[src/rtl/mult_arbiter_if.sv]
// Requester-side and multiplier-side signals of the multiply arbiter.
// The slave modport is the arbiter's view; master is the surrounding system.
interface mult_arbiter_if;
  logic [3:0]  req;
  logic [31:0] req_a;
  logic [31:0] req_b;
  logic [3:0]  gnt;
  logic [3:0]  done;
  logic [15:0] result;
  logic        err;
  logic        busy;
  logic        m_start;
  logic [7:0]  m_a;
  logic [7:0]  m_b;
  logic        m_ready;
  logic [15:0] m_r;

  modport slave (
    input  req, req_a, req_b, m_ready, m_r,
    output gnt, done, result, err, busy, m_start, m_a, m_b
  );

  modport master (
    output req, req_a, req_b, m_ready, m_r,
    input  gnt, done, result, err, busy, m_start, m_a, m_b
  );
endinterface

[src/rtl/mult_arbiter.sv]
// Round-robin arbiter sharing one add-shift multiplier among four requesters.
// All state advances on the falling clock edge; one job is in flight at a time.
module mult_arbiter #(
  parameter int TIMEOUT = 31
) (
  input logic           clock,
  input logic           reset,
  mult_arbiter_if.slave bus
);

  localparam int CW = (TIMEOUT < 2) ? 1 : $clog2(TIMEOUT + 1);
  localparam logic [CW-1:0] CNT_LAST = CW'(TIMEOUT - 1);
  localparam logic [CW-1:0] CNT_ONE  = CW'(1);

  typedef enum logic [2:0] {
    IDLE,
    ISSUE,
    ACK,
    RUN,
    DONE
  } state_t;

  state_t        state;
  logic [1:0]    last_winner;
  logic [1:0]    idx;
  logic [7:0]    op_a;
  logic [7:0]    op_b;
  logic [CW-1:0] cnt;
  logic [3:0]    gnt_q;
  logic [3:0]    done_q;
  logic [15:0]   result_q;
  logic          err_q;
  logic          busy_q;
  logic          start_q;

  logic [1:0]    winner;
  logic [1:0]    cand;
  logic          found;

  function automatic logic [3:0] onehot(input logic [1:0] i);
    onehot = 4'b0001 << i;
  endfunction

  // Search begins one past the previous winner, so each requester waits for at most three others.
  always_comb begin
    winner = last_winner;
    found  = 1'b0;
    cand   = '0;
    for (int i = 1; i <= 4; i++) begin
      cand = last_winner + 2'(i);
      if (!found && bus.req[cand]) begin
        winner = cand;
        found  = 1'b1;
      end
    end
  end

  always_ff @(negedge clock or negedge reset) begin
    if (!reset) begin
      state       <= IDLE;
      last_winner <= 2'd3;
      idx         <= '0;
      op_a        <= '0;
      op_b        <= '0;
      cnt         <= '0;
      gnt_q       <= '0;
      done_q      <= '0;
      result_q    <= '0;
      err_q       <= 1'b0;
      busy_q      <= 1'b0;
      start_q     <= 1'b0;
    end else begin
      gnt_q  <= '0;
      done_q <= '0;
      err_q  <= 1'b0;
      case (state)
        IDLE: begin
          if (found) begin
            state       <= ISSUE;
            last_winner <= winner;
            idx         <= winner;
            op_a        <= bus.req_a[8*winner +: 8];
            op_b        <= bus.req_b[8*winner +: 8];
            gnt_q       <= onehot(winner);
            busy_q      <= 1'b1;
            start_q     <= 1'b1;
            cnt         <= '0;
          end
        end

        ISSUE: begin
          if (bus.m_ready) begin
            state   <= ACK;
            start_q <= 1'b0;
            cnt     <= '0;
          end
        end

        // A multiplier that never drops ready after the start strobe is treated as faulty.
        ACK: begin
          if (!bus.m_ready) begin
            state <= RUN;
            cnt   <= '0;
          end else if (cnt != '0) begin
            state    <= DONE;
            result_q <= '0;
            err_q    <= 1'b1;
            done_q   <= onehot(idx);
          end else begin
            cnt <= cnt + CNT_ONE;
          end
        end

        RUN: begin
          if (bus.m_ready) begin
            state    <= DONE;
            result_q <= bus.m_r;
            done_q   <= onehot(idx);
          end else if (cnt == CNT_LAST) begin
            state    <= DONE;
            result_q <= '0;
            err_q    <= 1'b1;
            done_q   <= onehot(idx);
          end else begin
            cnt <= cnt + CNT_ONE;
          end
        end

        // Returning to IDLE without arbitrating gives waiting requesters a fresh search next cycle.
        DONE: begin
          state  <= IDLE;
          busy_q <= 1'b0;
          op_a   <= '0;
          op_b   <= '0;
          cnt    <= '0;
        end

        default: begin
          state <= IDLE;
        end
      endcase
    end
  end

  assign bus.gnt     = gnt_q;
  assign bus.done    = done_q;
  assign bus.result  = result_q;
  assign bus.err     = err_q;
  assign bus.busy    = busy_q;
  assign bus.m_start = start_q;
  assign bus.m_a     = op_a;
  assign bus.m_b     = op_b;

endmodule

[src/flat_wrapper.sv]
// flat-port wrapper written by rule: the top's interface ports become plain ports
module mult_arbiter_flat 
#(
  parameter int TIMEOUT = 31
)
  (clock, reset, bus_req, bus_req_a, bus_req_b, bus_m_ready, bus_m_r, bus_gnt, bus_done, bus_result, bus_err, bus_busy, bus_m_start, bus_m_a, bus_m_b);
  mult_arbiter_if bus_i ();
  input logic clock;
  input logic reset;
  input wire logic [$bits(bus_i.req)-1:0] bus_req;
  input wire logic [$bits(bus_i.req_a)-1:0] bus_req_a;
  input wire logic [$bits(bus_i.req_b)-1:0] bus_req_b;
  input wire logic [$bits(bus_i.m_ready)-1:0] bus_m_ready;
  input wire logic [$bits(bus_i.m_r)-1:0] bus_m_r;
  output wire logic [$bits(bus_i.gnt)-1:0] bus_gnt;
  output wire logic [$bits(bus_i.done)-1:0] bus_done;
  output wire logic [$bits(bus_i.result)-1:0] bus_result;
  output wire logic [$bits(bus_i.err)-1:0] bus_err;
  output wire logic [$bits(bus_i.busy)-1:0] bus_busy;
  output wire logic [$bits(bus_i.m_start)-1:0] bus_m_start;
  output wire logic [$bits(bus_i.m_a)-1:0] bus_m_a;
  output wire logic [$bits(bus_i.m_b)-1:0] bus_m_b;
  assign bus_i.req = bus_req;
  assign bus_i.req_a = bus_req_a;
  assign bus_i.req_b = bus_req_b;
  assign bus_i.m_ready = bus_m_ready;
  assign bus_i.m_r = bus_m_r;
  assign bus_gnt = bus_i.gnt;
  assign bus_done = bus_i.done;
  assign bus_result = bus_i.result;
  assign bus_err = bus_i.err;
  assign bus_busy = bus_i.busy;
  assign bus_m_start = bus_i.m_start;
  assign bus_m_a = bus_i.m_a;
  assign bus_m_b = bus_i.m_b;
  mult_arbiter #(.TIMEOUT(TIMEOUT)) u_core (.clock(clock), .reset(reset), .bus(bus_i));
endmodule
[config.mk]
export PLATFORM = sky130hd
export DESIGN_NAME = mult_arbiter_flat
export DESIGN_NICKNAME = d
export VERILOG_FILES = /design/src/rtl/mult_arbiter_if.sv /design/src/rtl/mult_arbiter.sv /design/src/flat_wrapper.sv
export SDC_FILE = /design/constraint.sdc
export NUM_CORES = 1
export LEC_CHECK = 0
export CAP_MARGIN = 5
export CORE_MARGIN = 2
export CORE_UTILIZATION = 39
export CTS_CLUSTER_DIAMETER = 150
export DETAILED_ROUTE_END_ITERATION = 6
export PLACE_DENSITY_LB_ADDON = 0.12
export SYNTH_ARGS = -nofsm -noshare
export SYNTH_HDL_FRONTEND = slang
export SYNTH_SLANG_ARGS = --single-unit
[constraint.sdc]
create_clock -name clock -period 2 [get_ports clock]
set_input_delay 0.4 -clock clock [delete_from_list [all_inputs] [get_ports clock]]
set_output_delay 0.4 -clock clock [all_outputs]
set_load 0.03 [all_outputs]
==> results.txt, run 1 <==
- At the worst endpoint, the required time is 1.16 ns.
* Post-synthesis cell type count: 59
- The net count of the finished layout is 561.
* Die Ht: 92.2 µm
- Dominant synthesized flop cell: sky130_fd_sc_hd__dfrtn_1
- Startpoint Class: input port
- Across the whole layout, storage elements account for 1380 µm².
- The largest single stage delay on the critical path is 0.30 ns.
- Clock latency on the worst-skew pair: 0.37 ns
- Max FO, Critical Path: 7
- The floorplan step defined a core boundary enclosing 7650 µm².
* Startpoint of the lowest-slack register-to-register path: u_core.last_winner[1]
- Violated checks: setup timing
- Diodes inserted: 0
- Nets in the synthesized netlist: 369
* Origin of the worst setup path: bus_req[2]
- Number of endpoints failing setup at the final stage: 97
- Clock tree from TritonCTS: yes
- The share of synthesized area in the top cell type comes to 43.7%.
* Type of the tightest min-delay check: flip-flop to flip-flop
* CTS buffer count: 5
- GP Congestion: 0.876
- Prior to clock tree synthesis, the placed netlist has a worst setup slack of -1.41 ns.
* Clock Pin Slew Worst Setup and Hold Paths: 0.07 ns
- Outcome: finished with violations
- In this run the tool buffered the top-level ports with 129 buffer cells.
* Power per unit of standard cell area: 1370 nW/µm²
- The initial utilization of the core area, before any placement, comes to 39.6%.
* Cell taking the most area after synthesis: sky130_fd_sc_hd__dfrtn_1
* Final worst clock skew: 0.0616 ns
- Drt total wl: 9.72 mm
- The path with the worst hold slack has its endpoint at u_core.bus.busy.
- Number of stages on the worst hold path: 1
- At the end of the flow the core is filled with cells to 72.0%.
* Final worst setup slack: -0.594 ns
- CP arrival: 1.75 ns
* Max_slew headroom: 70.9%
- By instance count, the leading cell after synthesis is sky130_fd_sc_hd__dfrtn_1.
- Async set-or-reset flop fraction in the synthesized netlist: 100%
- Summing over every cut layer, the via total after detailed routing is 3105.
* Flop2flop setup slack: -0.11 ns
- Number of global-route vias before repair: 3196
* DRT antenna net count: 0
- Counting along the longest clock path gives a buffer depth of 2.
- Cells after Synth: 279
* DP HPWL: 6.52 mm
- Yosys warnings: 0
- VDD sags by at most 0.613 mV.
- Pin count of the biggest net entering global routing: 37
- Routed wire length per instance: 16.9 µm
- Number of fill cells in the layout: 546
* First DRT Iteration DRCs: 74
- Hold repair after CTS inserted 0 buffers.
- The slowest stage of the critical path belongs to the cell sky130_fd_sc_hd__mux2_4.
- Each instance of the synthesized netlist takes up on average 10.9 µm².
* Share of final-layout standard cells stronger than drive strength 1: 42.4%
* Global-route wire length before repair: 15.7 mm
- Detailed-router iteration count before antenna repair: 4
- Unrepaired setup endpoints after global routing: true
* Number of antenna violations at the first check in global routing: 0
- Combined global-route utilization of all metal layers: 23.3%
* Total power consumption of the routed design: 0.00754 W
- CTS H-tree lvls: 2
- Residual DRC count: 0
- RR Endpoint: u_core.bus.m_b[1]
- On the critical path the largest part of the delay comes from simple AND/OR/NAND/NOR gates.
- After synthesis the netlist holds a flip-flop and latch count of 55.
- Post-synthesis cell area: 3030 µm²
- Detailed-route vias per instance: 5.41
- The signal on the critical path passes through buf_8 -> nand2b_4 -> a21oi_4 -> nor3_4 -> buf_6 -> mux2_4 -> a221o_1.
* Grt ovf: 0
- CTS placed an instance of sky130_fd_sc_hd__clkbuf_8 at the clock tree root.
* Horiz. Die Dim: 92.2 µm
- Hold is met by 0.455 ns.
- Final number of hold-violating endpoints: 0
- For the worst flop-to-flop path, the logic depth is 6.
- Number of buffer and inverter instances along the worst setup path: 2
* Commonest cells post-synth: sky130_fd_sc_hd__dfrtn_1, sky130_fd_sc_hd__a22o_1, sky130_fd_sc_hd__a21oi_1
* Worst Min Path Start: u_core.bus.busy
* Multi-input gate area: 1770 µm²
- Dpl cells: 528
- Max-cap violations in this run came to 0.
- In this run the count of I/O pins placed on the die edge is 130.
- In this run the static leakage power is 2.46 nW.
- Summing the sequential cell areas from Yosys gives 45.5% of the chip area.
- Cell types occupying the most area after synthesis: sky130_fd_sc_hd__dfrtn_1, sky130_fd_sc_hd__a22o_1, sky130_fd_sc_hd__mux2_2
- The max-slew violation count is 0.
- Die area: 8490 µm²
- Standard-cell rows: 32
- Total number of clock tree sinks: 55
- The worst setup path is of the input port to flip-flop kind.
- Counting flops with a built-in enable in the synthesized netlist gives 0.
- Worst-margin pin slew: 0.437 ns
- Non-filler instance count after layout: 574
- From synthesis to final layout, the design area changed by 81.6%.
- STA classifies the critical path endpoint as a flip-flop.
[metrics by stage]
step / setup TNS, ns / cell area [µm²]
after floorplan: -19.76 / 3180
after global placement: -58.72 / 4650
after detailed placement: -59.04 / 4650
after CTS: -30.87 / 5420
after global routing: -33.39 / 5510
final: -29.74 / 5510
[report_power, final]
part	switching (W)	total (W)	internal (W)	leakage, nW
Sequential	0.000393	0.00199	0.00159	0.700
Combinational	0.00236	0.00489	0.00252	1.71
Clock	0.000408	0.000666	0.000258	0.0529
[flip-flops by register name, summed over array words and instances, names as in the netlist]
| register | count |
|---|---|
| u_core.bus.m_a | 8 |
| u_core.bus.result | 16 |
| u_core.cnt | 5 |
| u_core.bus.done | 4 |
| u_core.bus.m_start | 1 |
| u_core.last_winner | 2 |
| u_core.state | 3 |
| u_core.idx | 2 |
| u_core.bus.err | 1 |
| u_core.bus.busy | 1 |
| u_core.bus.m_b | 8 |
| u_core.bus.gnt | 4 |
[metal layers]
layer / up-vias / part of all wire (%) / GRT usage [%]
li1: 1454 / - / -
met1: 1521 / 40 / 28.9
met2: 120 / 51 / 40.3
met3: 10 / 6.7 / 5.42
met4: 0 / 1.4 / 6.97
met5: - / 0 / 0
[cell usage in the layout, fill, tap and decap left out, drive strengths merged, types with 7 or more instances in the layout]
cell,instances
buf,124
clkdlybuf4s50,80
dfrtn,53
a21oi,21
a22o,19
mux2,16
o31ai,14
nand4,13
nand2,13
a221o,12
nor2,12
nand3,10
inv,8
o21ai,7
[cell type report]
class / count / share of cell area, %
clock inverter: 5 / 0.568
sequential: 55 / 25.0
tap: 102 / 2.32
clock buffer: 5 / 1.25
inverter: 5 / 0.386
timing repair buffer: 204 / 38.3
multi-input combinational: 198 / 32.1
[worst max path at each step]
| stage | to | slack, ns | depth (start not counted) |
|---|---|---|---|
| floorplan | u_core.bus.m_a[3] | -0.78 | 6 |
| global placement | u_core.bus.m_b[5] | -1.38 | 7 |
| detailed placement | u_core.bus.m_b[1] | -1.41 | 7 |
| CTS | u_core.bus.m_b[7] | -0.61 | 7 |
| global route | u_core.bus.m_b[5] | -0.64 | 7 |
| finish | u_core.bus.m_b[1] | -0.59 | 7 |
[cell families (layout without fill, tap and decap cells)]
logic type / after synthesis / in the layout / share of synthesized area (%)
buffers and inverters: 27 / 219 / 5.24
XOR/XNOR: 1 / 1 / 0.289
AND/OR/NAND/NOR: 77 / 78 / 15.7
adder cells (fa/ha/maj): 3 / 3 / 1.24
multiplexers: 20 / 20 / 7.26
AO/OA/AOI/OAI: 96 / 96 / 24.8
flip-flops: 55 / 55 / 45.5
[timing repair]
item | CTS | global route
resized for setup | 117 | 29
pin swaps | 20 | 22
setup endpoints to repair | 98 | 97
buffers inserted | 29 | 14
cloned | 4 | 0
Note: power is estimated with default switching activity, not from simulation.
==> run 2, diff against run 1 <==
Settings changed: CORE_ASPECT_RATIO set to 0.7, CTS_CLUSTER_SIZE set to 12.
==> run 2 against run 1 <==
Effect of this change:
- the flow still finishes with violations (setup timing)
- die area grew 0.14%
- via count up 2.3%
- utilization increased by 3.4 points
- non-clock buffer count grew 5
- cell count rose by 0.35%
- first-iteration DRC count is 140% higher
- count of clock-buffer cells in the layout unchanged
- wire length rose by 6.1%
- critical path depth fell by 1
- combinational power up 4%
- power is 2.2% higher
- hold slack improved by 0.025 ns
- largest power group unchanged
==> results.txt, run 2 (synthesized netlist as in run 1, its figures left out) <==
- Final number of hold-violating endpoints: 0 (unchanged)
- Number of stages on the worst hold path: 1 (unchanged)
- The worst-margin pin slew is 0.496 ns (was 0.437 ns).
* Startpoint Class: input port (unchanged)
- The quantity of hold-fixing buffers added after cts was 0 (unchanged).
* CP arrival: 1.79 ns (was 1.75 ns)
* Count of vias placed by the detailed router: 3176 (was 3105)
- The count of antenna-violating nets left after detailed routing is 0 (unchanged).
- Count of buffers from port buffering: 129 (unchanged)
- The power density normalized to cell area came to 1380 nW/µm² (was 1370 nW/µm²).
- Clock latency on the worst-skew pair: 0.36 ns (was 0.37 ns)
- Leak: 2.49 nW (was 2.46 nW)
* Max_slew headroom: 67.0% (was 70.9%)
- Clk Tree Root Cell: sky130_fd_sc_hd__clkbuf_8 (unchanged)
- Standard-cell rows: 26 (was 32)
- Number of global-route vias before repair: 3170 (was 3196)
- CTS buffer count: 5 (unchanged)
- Startpoint of the lowest-slack register-to-register path: u_core.last_winner[1] (unchanged)
* Most used cells in the layout excluding fill and tap cells: sky130_fd_sc_hd__clkdlybuf4s50_1, sky130_fd_sc_hd__buf_6, sky130_fd_sc_hd__dfrtn_1 (unchanged)
- Unrepaired setup endpoints after global routing: true (unchanged)
* Die area: 8510 µm² (was 8490 µm²)
* Flop2flop setup slack: -0.13 ns (was -0.11 ns)
* Diodes inserted: 0 (unchanged)
* Residual DRC count: 0 (unchanged)
- Final worst setup slack: -0.628 ns (was -0.594 ns)
- The CTS tree is yes (unchanged).
- The capturing point of the worst reg2reg path is u_core.bus.m_b[5] (was u_core.bus.m_b[1]).
- The maximum ir drop on the vdd rail is 0.780 mV (was 0.613 mV).
- Final cell utilization of the core: 75.4% (was 72.0%)
- Pin count of the biggest net entering global routing: 32 (was 37)
- The flip-flop count of the largest register, all copies and words added was 16 (unchanged).
- The area inside the core boundary is 7420 µm² (was 7650 µm²).
* Worst Min Path Start: u_core.idx[0] (was u_core.bus.busy)
- The number of max-capacitance violations reported came to 0 (unchanged).
* Routed wire length per instance: 17.9 µm (was 16.9 µm)
* Detailed-route vias per instance: 5.51 (was 5.41)
- The clock transition at the registers of the reported paths came to 0.07 ns (about the same).
* Reported net switching power: 0.00324 W (was 0.00317 W)
- First DRT Iteration DRCs: 181 (was 74)
- The wire length reported by the detailed router is 10.3 mm (was 9.72 mm).
- Commonest non-fill, non-tap cell in the layout: sky130_fd_sc_hd__clkdlybuf4s50_1 (unchanged)
* Final max-slew violation count: 0 (unchanged)
* Min Hold Slack: 0.481 ns (was 0.455 ns)
- Max FO, Critical Path: 4 (was 7)
- Outcome: finished with violations (unchanged).
- Switching power as a share of total power: 42.0% (about the same)
- CP required: 1.16 ns (about the same)
- The number of antenna violations at the first check in global routing was 0 (unchanged).
- Worst Hold End: u_core.bus.done[0] (was u_core.bus.busy)
- Share of final-layout standard cells stronger than drive strength 1: 43.5% (was 42.4%)
* CP Capture Type: flip-flop (unchanged)
- Total number of nets in the final design: 567 (was 561)
- The weighted congestion at the end of routability-driven global placement came to 0.792 (was 0.876).
- Detailed-router iteration count before antenna repair: 5 (was 4)
- Type of the tightest min-delay check: flip-flop to flip-flop (unchanged)
- Horiz. Die Dim: 109 µm (was 92.2 µm)
- The HPWL reported at the end of detailed placement came to 6.75 mm (was 6.52 mm).
- Combinational group share of total power: 65.7% (was 64.8%)
* Proportion of power drawn by flip-flops and latches: 25.7% (was 26.4%)
- The internal power summed over all cells is 0.00447 W (was 0.00437 W).
* Total number of clock tree sinks: 55 (unchanged)
- Layout overhead on the synthesized area: 84.4% (was 81.6%)
- Violated checks: setup timing (unchanged).
- Combined global-route utilization of all metal layers: 23.4% (was 23.3%)
- The count of boundary I/O pins came to 130 (unchanged).
- Global-route wire length before repair: 15.7 mm (about the same)
* Worst Reg-to-Reg Cells: 6 (unchanged)
* Grt ovf: 0 (unchanged)
- The die extent in y was 77.8 µm (was 92.2 µm).
* Number of endpoints failing setup at the final stage: 97 (unchanged)
- The final clock skew is 0.0637 ns (was 0.0616 ns).
- Maximum buffer depth of the clock tree: 2 (unchanged)
* CTS H-tree lvls: 2 (unchanged)
- The clock network fraction of design power was 8.6% (was 8.8%).
- Starting Density: 40.9% (was 39.6%)
- Critical path class: input port to flip-flop (unchanged)
run 2: cell types whose count changed in the layout (fill, tap and decap cells not counted), moves of 2 or more:
cell                      previous run  this run
sky130_fd_sc_hd__buf_6              65        74
sky130_fd_sc_hd__inv_6               0         2
sky130_fd_sc_hd__mux2i_1             4         2
sky130_fd_sc_hd__nand2_1             7         9
sky130_fd_sc_hd__buf_8               7         4
run 2: worst max path at each step:
stage | from | to | slack [ns]
6_report | bus_req[2] | u_core.cnt[4] | -0.63
5_1_grt | bus_req[2] | u_core.cnt[4] | -0.66
4_1_cts | bus_req[1] | u_core.cnt[2] | -0.63
3_5_place_dp | bus_req[1] | u_core.bus.m_b[5] | -1.41
3_3_place_gp | bus_req[2] | u_core.bus.m_b[2] | -1.35
2_1_floorplan | bus_req[2] | u_core.bus.m_a[3] | -0.78
run 2: power by group through the flow:
stage | registers, W | logic (W) | clock network, W
CTS | 0.00196 | 0.00474 | 0.000689
detailed placement | 0.00190 | 0.00390 | 0.00000939
finish | 0.00198 | 0.00507 | 0.000664
floorplan | 0.00251 | 0.00196 | 0.00000939
global route | 0.00203 | 0.00537 | 0.000747
global placement | 0.00189 | 0.00384 | 0.00000939
run 2: final cells by class:
type / count / area [µm²]
clock buffers: 5 / 68.8
clock inverters: 5 / 32.5
fillers: 518 / 1830
inverters: 5 / 21.3
multi-input cells: 199 / 1810
flip-flops and latches: 55 / 1380
well taps: 98 / 123
repair buffers: 209 / 2160
run 2: through the flow:
step	setup slack, ns	cells	instance area (µm²)	total power [W]	TNS, ns
2_1_floorplan	-0.784	279	3180	0.00448	-19.76
3_3_place_gp	-1.35	524	4630	0.00574	-57.70
3_5_place_dp	-1.41	524	4630	0.00582	-58.70
4_1_cts	-0.630	563	5390	0.00738	-30.18
5_1_grt	-0.655	576	5590	0.00814	-33.53
6_report	-0.628	576	5590	0.00771	-30.72
run 2: timing repair:
action | CTS | global route
buffers inserted | 24 | 19
endpoints found under the setup margin | 98 | 96
gates resized for setup | 122 | 30
cloned | 6 | 0
endpoints found under the hold margin | 0 | 0
pin swaps | 16 | 22
run 2: critical path: stages:
cell                      delay [ns]
sky130_fd_sc_hd__buf_8          0.10
sky130_fd_sc_hd__buf_6          0.12
sky130_fd_sc_hd__or4_4          0.58
sky130_fd_sc_hd__o31ai_4        0.32
sky130_fd_sc_hd__nor4_1         0.09
sky130_fd_sc_hd__a22o_1         0.18
run 2: metal layers:
layer	wire (µm)	GRT usage, %
met1	4710	33.7
met2	4890	37.0
met3	606	3.78
met4	108	5.32
met5	0	0
